**src/rtl/matrix_pkg.sv**
```systemverilog
// Shared types and constants for the matrix-squaring engine.
package matrix_pkg;

   localparam int WIDTH = 16;
   localparam int FRAC  = 10;

   typedef logic signed [WIDTH-1:0] fixed_t;

   typedef enum logic [2:0] {
      ST_IDLE,
      ST_LOAD,
      ST_CHECK,
      ST_MAC,
      ST_WRITE,
      ST_DONE
   } msq_state_t;

endpackage

```
**src/rtl/fixed_mac.sv**
```systemverilog
// Signed fixed-point multiply-accumulate with a round/shift/reduce output stage.
// Build option: MATRIX_SQUARE_SAT_EN selects saturation of the reduced result;
// without it the result wraps to its low WIDTH bits.
module fixed_mac import matrix_pkg::*; #(
   parameter int N_TERMS = 2,
   parameter int WIDTH   = matrix_pkg::WIDTH,
   parameter int FRAC    = matrix_pkg::FRAC
) (
   input  logic             clk,
   input  logic             rst_n,
   input  logic             en,
   input  logic             last,
   input  logic [WIDTH-1:0] a,
   input  logic [WIDTH-1:0] b,
   output logic [WIDTH-1:0] result
);

   localparam int PW    = 2 * WIDTH;
   // One extra bit per doubling of terms keeps the dot product from overflowing.
   localparam int ACC_W = PW + $clog2(N_TERMS);
   localparam logic signed [ACC_W-1:0] HALF = ACC_W'(1) <<< (FRAC - 1);

   logic signed [PW-1:0]    a_ext;
   logic signed [PW-1:0]    b_ext;
   logic signed [PW-1:0]    prod;
   logic signed [ACC_W-1:0] sum;
   logic signed [ACC_W-1:0] acc_q;
   logic signed [ACC_W-1:0] acc_d;

`ifdef MATRIX_SQUARE_SAT_EN
   localparam logic signed [ACC_W-1:0] MAXV = (ACC_W'(1) <<< (WIDTH - 1)) - ACC_W'(1);
   localparam logic signed [ACC_W-1:0] MINV = -(ACC_W'(1) <<< (WIDTH - 1));
   logic signed [ACC_W-1:0] rnd;
`endif

   // Product, running sum and the rounded/reduced term that ends a dot product.
   always_comb begin
      a_ext  = PW'($signed(a));
      b_ext  = PW'($signed(b));
      prod   = a_ext * b_ext;
      sum    = acc_q + ACC_W'(prod);
      acc_d  = acc_q;
      if (en) begin
         acc_d = last ? '0 : sum;
      end
`ifdef MATRIX_SQUARE_SAT_EN
      rnd = (sum + HALF) >>> FRAC;
      if (rnd > MAXV) begin
         result = MAXV[WIDTH-1:0];
      end else if (rnd < MINV) begin
         result = MINV[WIDTH-1:0];
      end else begin
         result = rnd[WIDTH-1:0];
      end
`else
      result = WIDTH'((sum + HALF) >>> FRAC);
`endif
   end

   // Accumulator register, cleared after the last term of each dot product.
   always_ff @(posedge clk or negedge rst_n) begin
      if (!rst_n) begin
         acc_q <= '0;
      end else begin
         acc_q <= acc_d;
      end
   end

endmodule

```
**src/rtl/matrix_square_engine.sv**
```systemverilog
// Iterative matrix-squaring engine: M, M^2, M^4, ... until the external
// convergence flag is seen or MAX_ITER squarings have been done.
// Build option: MATRIX_SQUARE_SAT_EN (saturating reduction in fixed_mac).
//
// state    | meaning
// ---------+------------------------------------------------------------
// IDLE     | waiting for start; outputs hold the last run's result
// LOAD     | copy matrix_in into the working matrix
// CHECK    | sample conv_in / iteration cap, decide DONE or another pass
// MAC      | one product per cycle, i,j,k row-major with k innermost
// WRITE    | working matrix <= B, count the squaring
// DONE     | one-cycle done pulse
module matrix_square_engine import matrix_pkg::*; #(
   parameter int N_STOCKS = 2,
   parameter int WIDTH    = matrix_pkg::WIDTH,
   parameter int FRAC     = matrix_pkg::FRAC,
   parameter int MAX_ITER = 16
) (
   input  logic                                         clk,
   input  logic                                         rst_n,
   input  logic                                         start,
   input  logic [N_STOCKS-1:0][N_STOCKS-1:0][WIDTH-1:0] matrix_in,
   input  logic                                         conv_in,
   output logic [N_STOCKS-1:0][N_STOCKS-1:0][WIDTH-1:0] matrix_out,
   output logic                                         busy,
   output logic                                         done,
   output logic                                         converged,
   output logic [$clog2(MAX_ITER+1)-1:0]                iter_count
);

   localparam int IDX_W = (N_STOCKS > 1) ? $clog2(N_STOCKS) : 1;
   localparam int IT_W  = $clog2(MAX_ITER + 1);
   localparam logic [IDX_W-1:0] IDX_LAST = IDX_W'(N_STOCKS - 1);
   localparam logic [IT_W-1:0]  ITER_CAP = IT_W'(MAX_ITER);

   typedef logic [N_STOCKS-1:0][N_STOCKS-1:0][WIDTH-1:0] bank_t;

   msq_state_t       state_q, state_d;
   bank_t            a_q, a_d;
   bank_t            b_q, b_d;
   logic [IDX_W-1:0] i_q, i_d;
   logic [IDX_W-1:0] j_q, j_d;
   logic [IDX_W-1:0] k_q, k_d;
   logic [IT_W-1:0]  iter_q, iter_d;
   logic             busy_q, busy_d;
   logic             done_q, done_d;
   logic             conv_q, conv_d;
   logic             mac_en;
   logic             mac_last;
   logic [WIDTH-1:0] mac_a;
   logic [WIDTH-1:0] mac_b;
   logic [WIDTH-1:0] mac_result;

   fixed_mac #(
      .N_TERMS (N_STOCKS),
      .WIDTH   (WIDTH),
      .FRAC    (FRAC)
   ) u_mac (
      .clk    (clk),
      .rst_n  (rst_n),
      .en     (mac_en),
      .last   (mac_last),
      .a      (mac_a),
      .b      (mac_b),
      .result (mac_result)
   );

   // Next-state, index walk, bank updates and registered-output inputs.
   always_comb begin
      state_d  = state_q;
      a_d      = a_q;
      b_d      = b_q;
      i_d      = i_q;
      j_d      = j_q;
      k_d      = k_q;
      iter_d   = iter_q;
      conv_d   = conv_q;
      mac_en   = 1'b0;
      mac_last = 1'b0;
      mac_a    = a_q[i_q][k_q];
      mac_b    = a_q[k_q][j_q];

      case (state_q)
         ST_IDLE: begin
            if (start) begin
               state_d = ST_LOAD;
               conv_d  = 1'b0;
               iter_d  = '0;
            end
         end
         ST_LOAD: begin
            a_d     = matrix_in;
            state_d = ST_CHECK;
         end
         ST_CHECK: begin
            if (conv_in) begin
               conv_d  = 1'b1;
               state_d = ST_DONE;
            end else if (iter_q == ITER_CAP) begin
               conv_d  = 1'b0;
               state_d = ST_DONE;
            end else begin
               i_d     = '0;
               j_d     = '0;
               k_d     = '0;
               state_d = ST_MAC;
            end
         end
         ST_MAC: begin
            mac_en   = 1'b1;
            mac_last = (k_q == IDX_LAST);
            if (mac_last) begin
               b_d[i_q][j_q] = mac_result;
               k_d           = '0;
               if (j_q == IDX_LAST) begin
                  j_d = '0;
                  if (i_q == IDX_LAST) begin
                     i_d     = '0;
                     state_d = ST_WRITE;
                  end else begin
                     i_d = i_q + IDX_W'(1);
                  end
               end else begin
                  j_d = j_q + IDX_W'(1);
               end
            end else begin
               k_d = k_q + IDX_W'(1);
            end
         end
         ST_WRITE: begin
            a_d     = b_q;
            iter_d  = iter_q + IT_W'(1);
            state_d = ST_CHECK;
         end
         ST_DONE: begin
            state_d = ST_IDLE;
         end
         default: begin
            state_d = ST_IDLE;
         end
      endcase

      busy_d = (state_d != ST_IDLE);
      done_d = (state_d == ST_DONE);
   end

   // State, register banks, counters and registered outputs.
   always_ff @(posedge clk or negedge rst_n) begin
      if (!rst_n) begin
         state_q <= ST_IDLE;
         a_q     <= '0;
         b_q     <= '0;
         i_q     <= '0;
         j_q     <= '0;
         k_q     <= '0;
         iter_q  <= '0;
         busy_q  <= 1'b0;
         done_q  <= 1'b0;
         conv_q  <= 1'b0;
      end else begin
         state_q <= state_d;
         a_q     <= a_d;
         b_q     <= b_d;
         i_q     <= i_d;
         j_q     <= j_d;
         k_q     <= k_d;
         iter_q  <= iter_d;
         busy_q  <= busy_d;
         done_q  <= done_d;
         conv_q  <= conv_d;
      end
   end

   assign matrix_out = a_q;
   assign busy       = busy_q;
   assign done       = done_q;
   assign converged  = conv_q;
   assign iter_count = iter_q;

endmodule

```
**config.mk**
```make
export PLATFORM = sky130hd
export DESIGN_NAME = matrix_square_engine
export DESIGN_NICKNAME = d
export VERILOG_FILES = /design/src/rtl/matrix_pkg.sv /design/src/rtl/fixed_mac.sv /design/src/rtl/matrix_square_engine.sv
export SDC_FILE = /design/constraint.sdc
export NUM_CORES = 1
export LEC_CHECK = 0
export CAP_MARGIN = 20
export CORE_MARGIN = 1.5
export CORE_UTILIZATION = 50
export CTS_CLUSTER_DIAMETER = 60
export DETAILED_ROUTE_END_ITERATION = 8
export PLACE_DENSITY_LB_ADDON = 0.08
export SYNTH_ARGS = -nofsm -noshare
export SYNTH_HDL_FRONTEND = slang
export SYNTH_HIERARCHICAL = 1
export SYNTH_SLANG_ARGS = --single-unit
```
**constraint.sdc**
```tcl
create_clock -name clk -period 10.62 [get_ports clk]
set_input_delay 2.124 -clock clk [delete_from_list [all_inputs] [get_ports clk]]
set_output_delay 2.124 -clock clk [all_outputs]
set_load 0.05 [all_outputs]
```
==> impl_summary.md <==
Timing
The number of hold-slack violations in the final timing report is 0. The maximum clock frequency is 110 MHz. In this run the tightest slew margin relative to its limit is 29.5%.

The shortest clock period the worst path allows after layout is 9.06 ns. The total count of max-transition violations in the final report came to 0. Dividing the final minimum period by the clock period gives 85.3%.

Setup violations remaining at the end of the flow were counted as 0. Setup repair after global routing left no endpoint under its margin. The worst setup skew after layout is 0.0130 ns. The setup TNS is 0 ns.

The slew at the pin closest to its max-slew limit is 1.05 ns.

Placement
The area after detailed placement is slightly below 0.02 sq mm. At the end of routability-driven placement, the weighted congestion stood at 0.914. Counting tap cells, the placed design contains a total of 2124 instances. During placement, the flow inserted port buffers numbering 139. The placed wire-length estimate after detailed placement is 34400 microns.

Synthesis
In this run the biggest area consumer among cell types represents 26.4% of the synthesized area. In this run the mean area of a mapped cell was between 10 and 15 sq um. The register bit count reported by yosys is 168. The most frequently used flop master after synthesis is sky130_fd_sc_hd__dfrtp_1. The top cell type by total area after synthesis is sky130_fd_sc_hd__fa_1. Ranked by total cell area, the synthesized netlist is headed by sky130_fd_sc_hd__fa_1, sky130_fd_sc_hd__dfrtp_1, sky130_fd_sc_hd__mux2_2. The summed instance area of the synthesized netlist is 0.0177 sq mm. During synthesis, Yosys emitted a total of 6 warnings. The synthesized netlist net count is 1986.

The number of synthesized flops with an enable pin is 0. The number of instances in the synthesized netlist is 1597. The number of unique standard cell types used by synthesis is 81. Of the synthesized area, sequential elements account for 23.8%.

After synthesis, the share of flip-flops with an asynchronous set or reset is between 90% and 100%.

Clock tree
The total clock sinks is about 170. The H-tree depth is 4. The clock latency on the worst-skew pair is between 0.4 and 0.5 ns. Clock-pin slew was measured on the worst setup and hold paths at 0.07 ns. After clock tree synthesis, the repair step resized 0 gates. The clock tree from TritonCTS is done. The total clock buffers created by CTS is 17. The clock passes through at most 2 buffers. After clock tree synthesis, the setup repair step added 0 buffers. Clock tree synthesis selected as its root buffer the cell sky130_fd_sc_hd__clkbuf_16.

Buffers inserted to repair hold after CTS numbered 0.

Global route
The total congestion overflow is 0. The number of antenna violations at the first check in global routing is 0. The via count of the first global-routing pass is 12900. The global router's overall resource usage is 26.0%. Entering global routing, the biggest net connects 104 pins. The first global-routing pass estimated between 70000 and 80000 microns of wire.

Detailed routing
The final antenna-violating net count is 0. The total via count after detailed routing is 11700. Using the TritonRoute via totals, the vias-per-cell ratio works out to 5.41. The post-detailed-routing wire length is between 40000 and 50000 microns. The post-route DRC violation count is 0. The first detailed-routing pass ran for 5 iterations. The average detailed-routed wire length per instance is 20.4 microns. The first routing iteration left 677 violations.

Floorplan
The area of the die is 0.0365 sq mm. The region available for standard cell placement spans around 0.035 sq mm. For this configuration, the core starts out at a cell density of 50.9%. The number of placement rows is 68.

The die is 191 microns wide. From bottom edge to top edge, the die measures 191 microns. 140 I/O pins were placed.

Setup path
Across all register-to-register paths, the minimum setup slack is between 1.5 and 2 ns. The setup path with the least slack is of type reg -> reg. The endpoint type of the worst setup path is a flop. The largest driver fanout on the critical path is 16. STA puts the critical path data required time at 10.93 ns. In this run the critical register-to-register path is launched from i_q. The kind of launch point of the worst setup path is a flop. The critical register-to-register path endpoint is b_q[46]. The worst path arrival time is 9.37 ns. Counting cells, the worst reg-to-reg path comes to 24.

Flow run
The total of max-cap violations is 0.

Finish
The most common library cell in the layout ignoring fill and taps is sky130_fd_sc_hd__inv_1. Cells with a size suffix above 1 make up 17.2% of the layout. The top cell types in the final layout, fill and taps aside, are sky130_fd_sc_hd__inv_1, sky130_fd_sc_hd__fa_1, sky130_fd_sc_hd__mux2_2. Excluding fillers, the count of instances in the completed layout stands at 2158. In the final layout, the multi-input gates occupy ~0.012 sq mm. With fillers left out, the area of the finished cells amounts to 0.0199 sq mm. The area used by sequential logic in the layout is between 0.004 and 0.005 sq mm. After filler insertion, the fill cell instance count of the layout stands at 3029. The synthesis-to-layout area growth is 12.5%. The final layout net count is 2078.

Worst hold path
In this run the worst hold path is classified as reg -> reg. The worst hold path begins at b_q[46]. The worst hold path endpoint is b_q[46]. The depth of the worst hold-timing path is 1.

Status
The flow ran to the end, and the final reports show no timing, DRC or antenna violations.
final cells by class:
class,instances,share of cell area [%]
multi-input cells,1048,59.9
flip-flops and latches,168,21.1
repair buffers,144,7.29
inverters,310,5.86
well taps,455,2.86
clock buffers,18,2.21
clock inverters,14,0.686
diodes,1,0.0126
Yosys cell counts (3+ instances only):
cell / instances
sky130_fd_sc_hd__a2111oi_0: 3
sky130_fd_sc_hd__a211oi_1: 4
sky130_fd_sc_hd__a21o_1: 6
sky130_fd_sc_hd__a21oi_1: 18
sky130_fd_sc_hd__a22o_1: 10
sky130_fd_sc_hd__a31oi_1: 6
sky130_fd_sc_hd__and2_1: 121
sky130_fd_sc_hd__and3_1: 3
sky130_fd_sc_hd__buf_2: 13
sky130_fd_sc_hd__buf_4: 9
sky130_fd_sc_hd__buf_6: 13
sky130_fd_sc_hd__clkbuf_1: 36
sky130_fd_sc_hd__dfrtp_1: 168
sky130_fd_sc_hd__fa_1: 233
sky130_fd_sc_hd__ha_1: 88
sky130_fd_sc_hd__inv_1: 309
sky130_fd_sc_hd__mux2_2: 180
sky130_fd_sc_hd__mux2_4: 9
sky130_fd_sc_hd__mux4_2: 32
sky130_fd_sc_hd__nand2_1: 127
sky130_fd_sc_hd__nand2b_1: 9
sky130_fd_sc_hd__nand3_1: 8
sky130_fd_sc_hd__nand3b_1: 5
sky130_fd_sc_hd__nor2_1: 25
sky130_fd_sc_hd__nor3_1: 8
sky130_fd_sc_hd__nor3_4: 3
sky130_fd_sc_hd__o211ai_1: 5
sky130_fd_sc_hd__o21a_1: 3
sky130_fd_sc_hd__o21ai_0: 11
sky130_fd_sc_hd__o2bb2ai_1: 13
sky130_fd_sc_hd__or3_1: 4
sky130_fd_sc_hd__xnor2_1: 43
sky130_fd_sc_hd__xor2_1: 14
kinds of logic (layout without fill, tap and decap cells):
group / count (synthesis) / in the layout / share of synthesized area (%)
buffers and inverters: 381 / 486 / 8.93
AND/OR/NAND/NOR: 337 / 337 / 10.5
adder cells (fa/ha/maj): 321 / 321 / 32.6
multiplexers: 225 / 225 / 16.5
flip-flops: 168 / 168 / 23.8
AO/OA/AOI/OAI: 107 / 107 / 4.70
XOR/XNOR: 58 / 58 / 2.98
other: 0 / 1 / 0
how the worst max path moves through the flow:
stage	from	end
after CTS	k_q	b_q[46]
after detailed placement	k_q	b_q[14]
after floorplan	i_q	b_q[14]
after global placement	k_q	b_q[46]
after global routing	k_q	b_q[46]
final	i_q	b_q[46]
worst max-delay path, cell delays in order, from the launching register on:
cell                       delay (ns)
sky130_fd_sc_hd__dfrtp_1         0.70
sky130_fd_sc_hd__buf_4           0.42
sky130_fd_sc_hd__mux4_2          0.81
sky130_fd_sc_hd__and2_1          0.26
sky130_fd_sc_hd__fa_1            0.47
sky130_fd_sc_hd__inv_1           0.05
sky130_fd_sc_hd__fa_1            0.46
sky130_fd_sc_hd__fa_1            0.52
sky130_fd_sc_hd__inv_1           0.05
sky130_fd_sc_hd__fa_1            0.49
sky130_fd_sc_hd__fa_1            0.56
sky130_fd_sc_hd__inv_1           0.06
sky130_fd_sc_hd__fa_1            0.53
sky130_fd_sc_hd__inv_1           0.04
sky130_fd_sc_hd__ha_1            0.38
sky130_fd_sc_hd__a211oi_1        0.35
sky130_fd_sc_hd__and2_1          0.28
sky130_fd_sc_hd__nand3_1         0.17
sky130_fd_sc_hd__o21ai_0         0.51
sky130_fd_sc_hd__xor2_4          0.17
sky130_fd_sc_hd__or4b_4          0.54
sky130_fd_sc_hd__nor3_2          0.23
sky130_fd_sc_hd__or3b_1          0.38
sky130_fd_sc_hd__xor2_1          0.19
sky130_fd_sc_hd__mux2_1          0.31
sequential cells by signal, summed over array words and instances (netlist names):
signal and flops:
b_q 64, matrix_out 64, u_mac/acc_q 26, iter_count 5, state_q 3, busy 1, converged 1, done 1
i_q 1, j_q 1, k_q 1
per-layer routing:
| layer | vias to the layer above | GRT usage [%] | wire (microns) |
|---|---|---|---|
| li1 | 5291 | - | - |
| met1 | 6058 | 37.4 | 20500 |
| met2 | 288 | 40.8 | 20300 |
| met3 | 41 | 4.37 | 2230 |
| met4 | 0 | 7.30 | 1050 |
| met5 | - | 0 | 0 |
per-stage QoR:
step	utilization, %	worst slack, ns	hold slack, ns
after global placement	55.5	1.75	0.477
after global routing	57.3	1.13	0.524
final	57.3	1.56	0.501
after detailed placement	55.5	1.57	0.490
after CTS	57.2	1.54	0.504
after floorplan	-	2.35	0.452
Power is not shown: default switching activity piles up to over one toggle a cycle in this logic, so the estimate is an artifact.
